[config.mk]
export PLATFORM = sky130hd
export DESIGN_NAME = cpu_control_multi
export DESIGN_NICKNAME = d
export VERILOG_FILES = /design/src/rtl/cpu_ctrl_pkg.sv /design/src/rtl/cpu_ctrl_decode.sv /design/src/rtl/cpu_control_multi.sv
export SDC_FILE = /design/constraint.sdc
export NUM_CORES = 1
export LEC_CHECK = 0
export ABC_AREA = 1
export CAP_MARGIN = 0
export CORE_ASPECT_RATIO = 2
export CORE_MARGIN = 5
export CORE_UTILIZATION = 35
export CTS_CLUSTER_DIAMETER = 80
export CTS_CLUSTER_SIZE = 8
export DETAILED_ROUTE_END_ITERATION = 8
export HOLD_SLACK_MARGIN = 0.08
export PLACE_DENSITY = 0.77
export SYNTH_ARGS = -nofsm -noshare
export SYNTH_HDL_FRONTEND = slang
export SYNTH_SLANG_ARGS = --single-unit
[constraint.sdc]
create_clock -name clk -period 2.27 [get_ports clk]
set_input_delay 0.454 -clock clk [delete_from_list [all_inputs] [get_ports clk]]
set_output_delay 0.454 -clock clk [all_outputs]
set_load 0.02 [all_outputs]
[src/rtl/cpu_ctrl_pkg.sv]
// Shared encodings for the multi-cycle MIPS-subset control unit:
// FSM states, ALU operations, mux select codes and instruction fields.
package cpu_ctrl_pkg;

  typedef enum logic [2:0] {
    S_IF  = 3'd0,
    S_ID  = 3'd1,
    S_EXE = 3'd2,
    S_MEM = 3'd3,
    S_WB  = 3'd4
  } state_t;

  localparam logic [3:0] ALUC_ADD = 4'b0000;
  localparam logic [3:0] ALUC_SUB = 4'b0100;
  localparam logic [3:0] ALUC_AND = 4'b0001;
  localparam logic [3:0] ALUC_OR  = 4'b0101;
  localparam logic [3:0] ALUC_XOR = 4'b0010;
  localparam logic [3:0] ALUC_LUI = 4'b0110;
  localparam logic [3:0] ALUC_SLL = 4'b0011;
  localparam logic [3:0] ALUC_SRL = 4'b0111;
  localparam logic [3:0] ALUC_SRA = 4'b1111;

  localparam logic [1:0] SRCB_REG  = 2'b00;
  localparam logic [1:0] SRCB_FOUR = 2'b01;
  localparam logic [1:0] SRCB_IMM  = 2'b10;
  localparam logic [1:0] SRCB_BR   = 2'b11;

  localparam logic [1:0] PC_ALU    = 2'b00;
  localparam logic [1:0] PC_BRANCH = 2'b01;
  localparam logic [1:0] PC_REG    = 2'b10;
  localparam logic [1:0] PC_JUMP   = 2'b11;

  localparam logic [5:0] OP_RTYPE = 6'h00;
  localparam logic [5:0] OP_J     = 6'h02;
  localparam logic [5:0] OP_JAL   = 6'h03;
  localparam logic [5:0] OP_BEQ   = 6'h04;
  localparam logic [5:0] OP_BNE   = 6'h05;
  localparam logic [5:0] OP_ADDI  = 6'h08;
  localparam logic [5:0] OP_ANDI  = 6'h0C;
  localparam logic [5:0] OP_ORI   = 6'h0D;
  localparam logic [5:0] OP_XORI  = 6'h0E;
  localparam logic [5:0] OP_LUI   = 6'h0F;
  localparam logic [5:0] OP_LW    = 6'h23;
  localparam logic [5:0] OP_SW    = 6'h2B;

  localparam logic [5:0] F_ADD = 6'h20;
  localparam logic [5:0] F_SUB = 6'h22;
  localparam logic [5:0] F_AND = 6'h24;
  localparam logic [5:0] F_OR  = 6'h25;
  localparam logic [5:0] F_XOR = 6'h26;
  localparam logic [5:0] F_SLL = 6'h00;
  localparam logic [5:0] F_SRL = 6'h02;
  localparam logic [5:0] F_SRA = 6'h03;
  localparam logic [5:0] F_JR  = 6'h08;

endpackage

[src/rtl/cpu_ctrl_decode.sv]
// Combinational instruction decoder: op/fun to a one-hot instruction class,
// the ALU operation used in EXE, and the immediate extension mode.
module cpu_ctrl_decode
  import cpu_ctrl_pkg::*;
(
  input  logic [5:0] op,
  input  logic [5:0] fun,
  output logic       rtype_alu,
  output logic       shift,
  output logic       itype_alu,
  output logic       lw,
  output logic       sw,
  output logic       branch,
  output logic       j,
  output logic       jr,
  output logic       jal,
  output logic       illegal,
  output logic [3:0] aluc,
  output logic       sext
);

  always_comb begin
    rtype_alu = 1'b0;
    shift     = 1'b0;
    itype_alu = 1'b0;
    lw        = 1'b0;
    sw        = 1'b0;
    branch    = 1'b0;
    j         = 1'b0;
    jr        = 1'b0;
    jal       = 1'b0;
    illegal   = 1'b0;
    aluc      = ALUC_ADD;
    sext      = 1'b0;
    case (op)
      OP_RTYPE: begin
        case (fun)
          F_ADD: begin rtype_alu = 1'b1; aluc = ALUC_ADD; end
          F_SUB: begin rtype_alu = 1'b1; aluc = ALUC_SUB; end
          F_AND: begin rtype_alu = 1'b1; aluc = ALUC_AND; end
          F_OR:  begin rtype_alu = 1'b1; aluc = ALUC_OR;  end
          F_XOR: begin rtype_alu = 1'b1; aluc = ALUC_XOR; end
          F_SLL: begin shift = 1'b1; aluc = ALUC_SLL; end
          F_SRL: begin shift = 1'b1; aluc = ALUC_SRL; end
          F_SRA: begin shift = 1'b1; aluc = ALUC_SRA; end
          F_JR:  jr = 1'b1;
          default: illegal = 1'b1;
        endcase
      end
      OP_ADDI: begin itype_alu = 1'b1; aluc = ALUC_ADD; sext = 1'b1; end
      OP_ANDI: begin itype_alu = 1'b1; aluc = ALUC_AND; end
      OP_ORI:  begin itype_alu = 1'b1; aluc = ALUC_OR;  end
      OP_XORI: begin itype_alu = 1'b1; aluc = ALUC_XOR; end
      OP_LUI:  begin itype_alu = 1'b1; aluc = ALUC_LUI; end
      OP_LW:   begin lw = 1'b1; sext = 1'b1; end
      OP_SW:   begin sw = 1'b1; sext = 1'b1; end
      OP_BEQ:  begin branch = 1'b1; aluc = ALUC_SUB; sext = 1'b1; end
      OP_BNE:  begin branch = 1'b1; aluc = ALUC_SUB; sext = 1'b1; end
      OP_J:    j = 1'b1;
      OP_JAL:  jal = 1'b1;
      default: illegal = 1'b1;
    endcase
  end

endmodule

[src/rtl/cpu_control_multi.sv]
// Multi-cycle control FSM (IF/ID/EXE/MEM/WB) for a shared-ALU, single-memory
// datapath, with a bounded memory-wait counter that raises bus_err.
module cpu_control_multi
  import cpu_ctrl_pkg::*;
#(
  parameter int MEM_WAIT_MAX = 15
) (
  input  logic       clk,
  input  logic       rst,
  input  logic [5:0] op,
  input  logic [5:0] fun,
  input  logic       z,
  input  logic       mem_ready,
  output logic       wpc,
  output logic       wir,
  output logic       wmem,
  output logic       wreg,
  output logic       iord,
  output logic       regrt,
  output logic       m2reg,
  output logic       jal,
  output logic       sext,
  output logic       shift,
  output logic       alusrca,
  output logic [1:0] alusrcb,
  output logic [3:0] aluc,
  output logic [1:0] pcsource,
  output logic [2:0] state,
  output logic       bus_err,
  output logic       illegal
);

  localparam logic [7:0] WAIT_MAX = 8'(MEM_WAIT_MAX);

  state_t     cur_state;
  state_t     nxt_state;
  logic [7:0] wait_cnt;
  logic [7:0] cnt_nxt;
  logic       timeout;

  logic       is_rtype, is_shift, is_itype, is_lw, is_sw, is_branch;
  logic       is_j, is_jr, is_jal, is_illegal, is_bne, dec_sext;
  logic [3:0] dec_aluc;

  cpu_ctrl_decode u_decode (
    .op        (op),
    .fun       (fun),
    .rtype_alu (is_rtype),
    .shift     (is_shift),
    .itype_alu (is_itype),
    .lw        (is_lw),
    .sw        (is_sw),
    .branch    (is_branch),
    .j         (is_j),
    .jr        (is_jr),
    .jal       (is_jal),
    .illegal   (is_illegal),
    .aluc      (dec_aluc),
    .sext      (dec_sext)
  );

  assign is_bne  = (op == OP_BNE);
  assign timeout = (wait_cnt == WAIT_MAX) && !mem_ready;
  assign state   = cur_state;

  always_ff @(posedge clk or posedge rst) begin
    if (rst) begin
      cur_state <= S_IF;
      wait_cnt  <= '0;
    end else begin
      cur_state <= nxt_state;
      wait_cnt  <= cnt_nxt;
    end
  end

  // Counter only advances while parked in IF/MEM; any transition or timeout clears it.
  always_comb begin
    nxt_state = S_IF;
    cnt_nxt   = '0;
    wpc       = 1'b0;
    wir       = 1'b0;
    wmem      = 1'b0;
    wreg      = 1'b0;
    iord      = 1'b0;
    regrt     = 1'b0;
    m2reg     = 1'b0;
    jal       = 1'b0;
    sext      = dec_sext;
    shift     = 1'b0;
    alusrca   = 1'b0;
    alusrcb   = SRCB_REG;
    aluc      = ALUC_ADD;
    pcsource  = PC_ALU;
    bus_err   = 1'b0;
    illegal   = 1'b0;
    case (cur_state)
      S_IF: begin
        alusrcb = SRCB_FOUR;
        if (mem_ready) begin
          wir       = 1'b1;
          wpc       = 1'b1;
          nxt_state = S_ID;
        end else if (timeout) begin
          bus_err = 1'b1;
        end else begin
          nxt_state = S_IF;
          cnt_nxt   = wait_cnt + 8'd1;
        end
      end
      S_ID: begin
        alusrcb = SRCB_BR;
        if (is_j || is_jal) begin
          wpc      = 1'b1;
          pcsource = PC_JUMP;
          wreg     = is_jal;
          jal      = is_jal;
        end else if (is_jr) begin
          wpc      = 1'b1;
          pcsource = PC_REG;
        end else if (is_illegal) begin
          illegal = 1'b1;
        end else begin
          nxt_state = S_EXE;
        end
      end
      S_EXE: begin
        alusrca = 1'b1;
        if (is_branch) begin
          aluc     = ALUC_SUB;
          pcsource = PC_BRANCH;
          wpc      = is_bne ? ~z : z;
        end else if (is_lw || is_sw) begin
          alusrcb   = SRCB_IMM;
          nxt_state = S_MEM;
        end else if (is_rtype || is_shift) begin
          aluc      = dec_aluc;
          shift     = is_shift;
          nxt_state = S_WB;
        end else if (is_itype) begin
          alusrcb   = SRCB_IMM;
          aluc      = dec_aluc;
          nxt_state = S_WB;
        end
      end
      S_MEM: begin
        iord = 1'b1;
        if (mem_ready) begin
          wmem      = is_sw;
          nxt_state = is_lw ? S_WB : S_IF;
        end else if (timeout) begin
          bus_err = 1'b1;
        end else begin
          wmem      = is_sw;
          nxt_state = S_MEM;
          cnt_nxt   = wait_cnt + 8'd1;
        end
      end
      S_WB: begin
        wreg  = 1'b1;
        regrt = is_itype || is_lw;
        m2reg = is_lw;
      end
      default: ;
    endcase
    // Reset must abort any write in flight, even mid-cycle.
    if (rst) begin
      wpc     = 1'b0;
      wir     = 1'b0;
      wmem    = 1'b0;
      wreg    = 1'b0;
      bus_err = 1'b0;
      illegal = 1'b0;
    end
  end

endmodule

==> metrics.log <==
INFO  metric htreeDepth = 1
INFO  metric synth_edf_count = 0
INFO  metric power.net_switching = 0.198 mW
INFO  metric start_util = 36.0%
INFO  metric dpl_worst_slack = -587 ps
INFO  metric p_int = 0.423 mW
INFO  metric cap_violations = 0
INFO  metric post_drt_wl_per_cell = 13.0 um
INFO  metric critical_path_required = 1820 ps
INFO  metric drt.antenna.violating_nets = 0
INFO  metric min_from = wait_cnt[0]
INFO  metric pwr_dens = 339 nW/um2
INFO  metric worstSetupStartpointType = input pin
INFO  metric wp_data_arrival = 1690 ps
INFO  metric finalSetupViolations = 0
INFO  metric grt_pass1_vias = 1523
INFO  metric netlist_instances = 166
INFO  metric io_buffers = 39
INFO  metric fmaxAchievable = 467 MHz
INFO  metric top_level_ports = 40
INFO  metric antenna_found_initial = 0
INFO  metric grt_overflow = 0
INFO  metric dp.cells = 272
INFO  metric vias = 1435
INFO  metric timing.rr.start = wait_cnt[1]
INFO  metric fp.dieArea = 4250 um2
INFO  metric root_buffer = sky130_fd_sc_hd__clkbuf_8
INFO  metric maxSlewViolCount = 0
INFO  metric clk_pin_slew_worst_paths = 50 ps
INFO  metric rrSetupSlack = 830 ps
INFO  metric clockBufferDepth = 2
INFO  metric drt-total-wl = 3.63 mm
INFO  metric yosys_register_bits = 11
INFO  metric power.share.clock = 31.7%
INFO  metric post_route_cells_drive_above_1_share = 36.4%
INFO  metric synth_top_cell_by_area = sky130_fd_sc_hd__dfrtp_1
INFO  metric crit_path_end_kind = output pin
INFO  metric synth-async-reset-ratio = 100%
INFO  metric detail_route.vias_per_cell = 5.13
INFO  metric timing.final.crit_period = 2140 ps
INFO  metric area_growth = 75.2%
INFO  metric global_route.usage.total = 17.6%
INFO  metric netlist-cell-type-count = 27
INFO  metric first_iter_violations = 29
INFO  metric layout_setup_ws = 127 ps
INFO  metric hold-worst-slack = 527 ps
INFO  metric power.static_leakage = 1.03 nW
INFO  metric cts_sinks = 11
INFO  metric num-nets-final = 268
INFO  metric synth_ff_type = sky130_fd_sc_hd__dfrtp_1
INFO  metric global_route_wire_length_before_repair = 6.09 mm
INFO  metric timing_hold_violations_final = 0
INFO  metric gp_congestion = 0.920
INFO  metric final.setup_skew = 1.23 ps
INFO  metric dp_hpwl = 3.08 mm
INFO  metric core_area = 2910 um2
INFO  metric power.combinational.fraction = 34.4%
INFO  metric critical_path.startpoint = op[1]
INFO  metric power.ir.vdd_worst = 171 uV
INFO  metric power.sequential.fraction = 33.8%
INFO  metric antenna_cells = 0
INFO  metric fp_rows = 28
INFO  metric cts_tree = built
INFO  metric remaining_drc_errors = 0
INFO  metric class_of_the_worst_hold_path = reg2reg
INFO  metric crit_fanout = 4
INFO  metric synthesis.nets = 183
INFO  metric most_frequent_cell_after_synthesis = sky130_fd_sc_hd__nand2_1
INFO  metric synth-seq-area-share = 26.3%
INFO  metric netlist_area = 1050 um2
INFO  metric yosysWarningCount = 0
INFO  metric number_of_buffers_created_by_cts = 3
INFO  metric dpl-instance-area = 1750 um2
INFO  metric yosys-top-cells-count = 32 x sky130_fd_sc_hd__nand2_1, 28 x sky130_fd_sc_hd__inv_1, 26 x sky130_fd_sc_hd__nor2_1
INFO  metric clock_latency = 240 ps
INFO  metric post-route-cell-area = 1830 um2
INFO  metric drt_pass1_iterations = 4
INFO  metric grt_start_max_net_pins = 12
INFO  metric die_h = 87.3 um
INFO  metric maxSlewHeadroom = 83.6%
INFO  metric swShare = 31.9%
INFO  metric final.period_utilization = 94.4%
INFO  metric run_status = finished clean
INFO  metric worst-slew-pin-transition = 244 ps
INFO  metric finish.cell_count_without_fillers = 280
INFO  metric synth_top_area_share = 26.3%
INFO  metric syn_avg_cell_area = 6.30 um2
INFO  metric fp.dieW = 48.7 um
INFO  metric timing.setup.critical_path_class = in2out
INFO  metric synth.top_cells.by_area = sky130_fd_sc_hd__dfrtp_1 26%, sky130_fd_sc_hd__nand2_1 11%, sky130_fd_sc_hd__inv_1 10%, sky130_fd_sc_hd__nor2_1 9.3%, sky130_fd_sc_hd__nand3_1 8.6%
-- placed cells by master, fill, tap and decap left out --
cell type / synthesis / routed
sky130_fd_sc_hd__buf_4: 0 / 44
sky130_fd_sc_hd__nand2_1: 32 / 30
sky130_fd_sc_hd__inv_1: 28 / 27
sky130_fd_sc_hd__nor2_1: 26 / 23
sky130_fd_sc_hd__nand3_1: 18 / 12
sky130_fd_sc_hd__nand3_2: 5 / 11
sky130_fd_sc_hd__dfrtp_1: 11 / 11
sky130_fd_sc_hd__nor2_2: 7 / 8
sky130_fd_sc_hd__dlygate4sd2_1: 0 / 8
sky130_fd_sc_hd__clkdlybuf4s50_1: 0 / 8
sky130_fd_sc_hd__a21oi_1: 6 / 6
sky130_fd_sc_hd__clkbuf_2: 0 / 6
sky130_fd_sc_hd__nor3_1: 6 / 5
sky130_fd_sc_hd__dlymetal6s2s_1: 0 / 5
sky130_fd_sc_hd__buf_2: 0 / 4
sky130_fd_sc_hd__nand4_1: 3 / 3
sky130_fd_sc_hd__nor2_4: 1 / 3
sky130_fd_sc_hd__xor2_1: 3 / 3
sky130_fd_sc_hd__clkbuf_8: 0 / 3
sky130_fd_sc_hd__clkdlybuf4s15_1: 0 / 3
sky130_fd_sc_hd__nand4_2: 2 / 2
sky130_fd_sc_hd__o22ai_1: 2 / 2
sky130_fd_sc_hd__nor3_2: 1 / 2
sky130_fd_sc_hd__inv_2: 1 / 2
sky130_fd_sc_hd__nand2_2: 0 / 2
sky130_fd_sc_hd__o21ai_1: 0 / 2
sky130_fd_sc_hd__and3_1: 2 / 2
sky130_fd_sc_hd__buf_6: 0 / 2
sky130_fd_sc_hd__and2_1: 1 / 1
sky130_fd_sc_hd__o211ai_1: 1 / 1
sky130_fd_sc_hd__a211oi_1: 1 / 1
sky130_fd_sc_hd__or2_1: 1 / 1
sky130_fd_sc_hd__a31oi_1: 1 / 1
sky130_fd_sc_hd__nor4_1: 1 / 1
sky130_fd_sc_hd__o21ai_0: 3 / 1
sky130_fd_sc_hd__nor3b_1: 1 / 1
sky130_fd_sc_hd__a21oi_2: 1 / 1
sky130_fd_sc_hd__ha_1: 1 / 1
sky130_fd_sc_hd__clkinv_2: 0 / 1
-- path summary, 6_finish.rpt --
check,endpoint,depth (start not counted)
max in group asynchronous,wait_cnt[2],4
max reg2reg,state[0],9
max,m2reg,8
min reg2reg,wait_cnt[0],2
min,wait_cnt[0],2
min in group asynchronous,state[1],4
-- cell type report --
class	count	area, um2
Fill cell	280	1070
Multi-Input combinational cell	126	719
Timing Repair Buffer	80	646
Sequential cell	11	275
Inverter	29	109
Clock buffer	3	41.3
Tap cell	30	37.5
Clock inverter	1	5.00
-- layer usage --
layer	vias to the layer above	part of all wire [%]	global-route usage, %	wire [um]
li1	711	-	-	-
met1	660	32	14.5	1180
met2	50	59	37.3	2150
met3	14	4.1	1.37	150
met4	0	4.2	11.3	153
met5	-	0	0	0
-- sequential cells by signal, indices dropped and copies added, names as in the netlist --
| register | cells |
|---|---|
| state | 3 |
| wait_cnt | 8 |
-- kinds of logic after synthesis --
logic type	synth area share, %
XOR/XNOR	2.51
buffers and inverters	10.4
AND/OR/NAND/NOR	51.2
AO/OA/AOI/OAI	8.37
flip-flops	26.3
adder cells (fa/ha/maj)	1.20
-- power groups by stage --
stage                     clock [mW]  sequential (mW)  combinational (mW)
after detailed placement           0            0.214               0.212
after global routing           0.207            0.212               0.235
after global placement             0            0.213               0.209
after CTS                      0.201            0.210               0.208
final                          0.197            0.210               0.214
after floorplan                    0            0.217              0.0837
-- critical path: stages --
cell and delay, ps:
sky130_fd_sc_hd__dlygate4sd2_1 290, sky130_fd_sc_hd__inv_1 100, sky130_fd_sc_hd__nor2_2 120, sky130_fd_sc_hd__nand3_1 120, sky130_fd_sc_hd__nor2_2 120, sky130_fd_sc_hd__inv_1 70, sky130_fd_sc_hd__nor2_1 100, sky130_fd_sc_hd__clkdlybuf4s15_1 310
-- through the flow --
stage / utilization, % / total power [mW] / setup TNS [ps]
final: 63.0 / 0.622 / 0
after detailed placement: 60.2 / 0.426 / -8020
after global routing: 63.0 / 0.654 / -5.35
after global placement: 60.2 / 0.423 / -7770
after CTS: 61.3 / 0.620 / -45.2
after floorplan: - / 0.301 / 0
-- repair_timing --
item | in CTS | in global routing
gates cloned | 0 | 0
setup buffers | 1 | 3
pin swaps | 7 | 9
setup endpoints to repair | 18 | 17
resized for setup | 65 | 33
hold buffers | 0 | 0
Power figures use the tool's default switching activity.
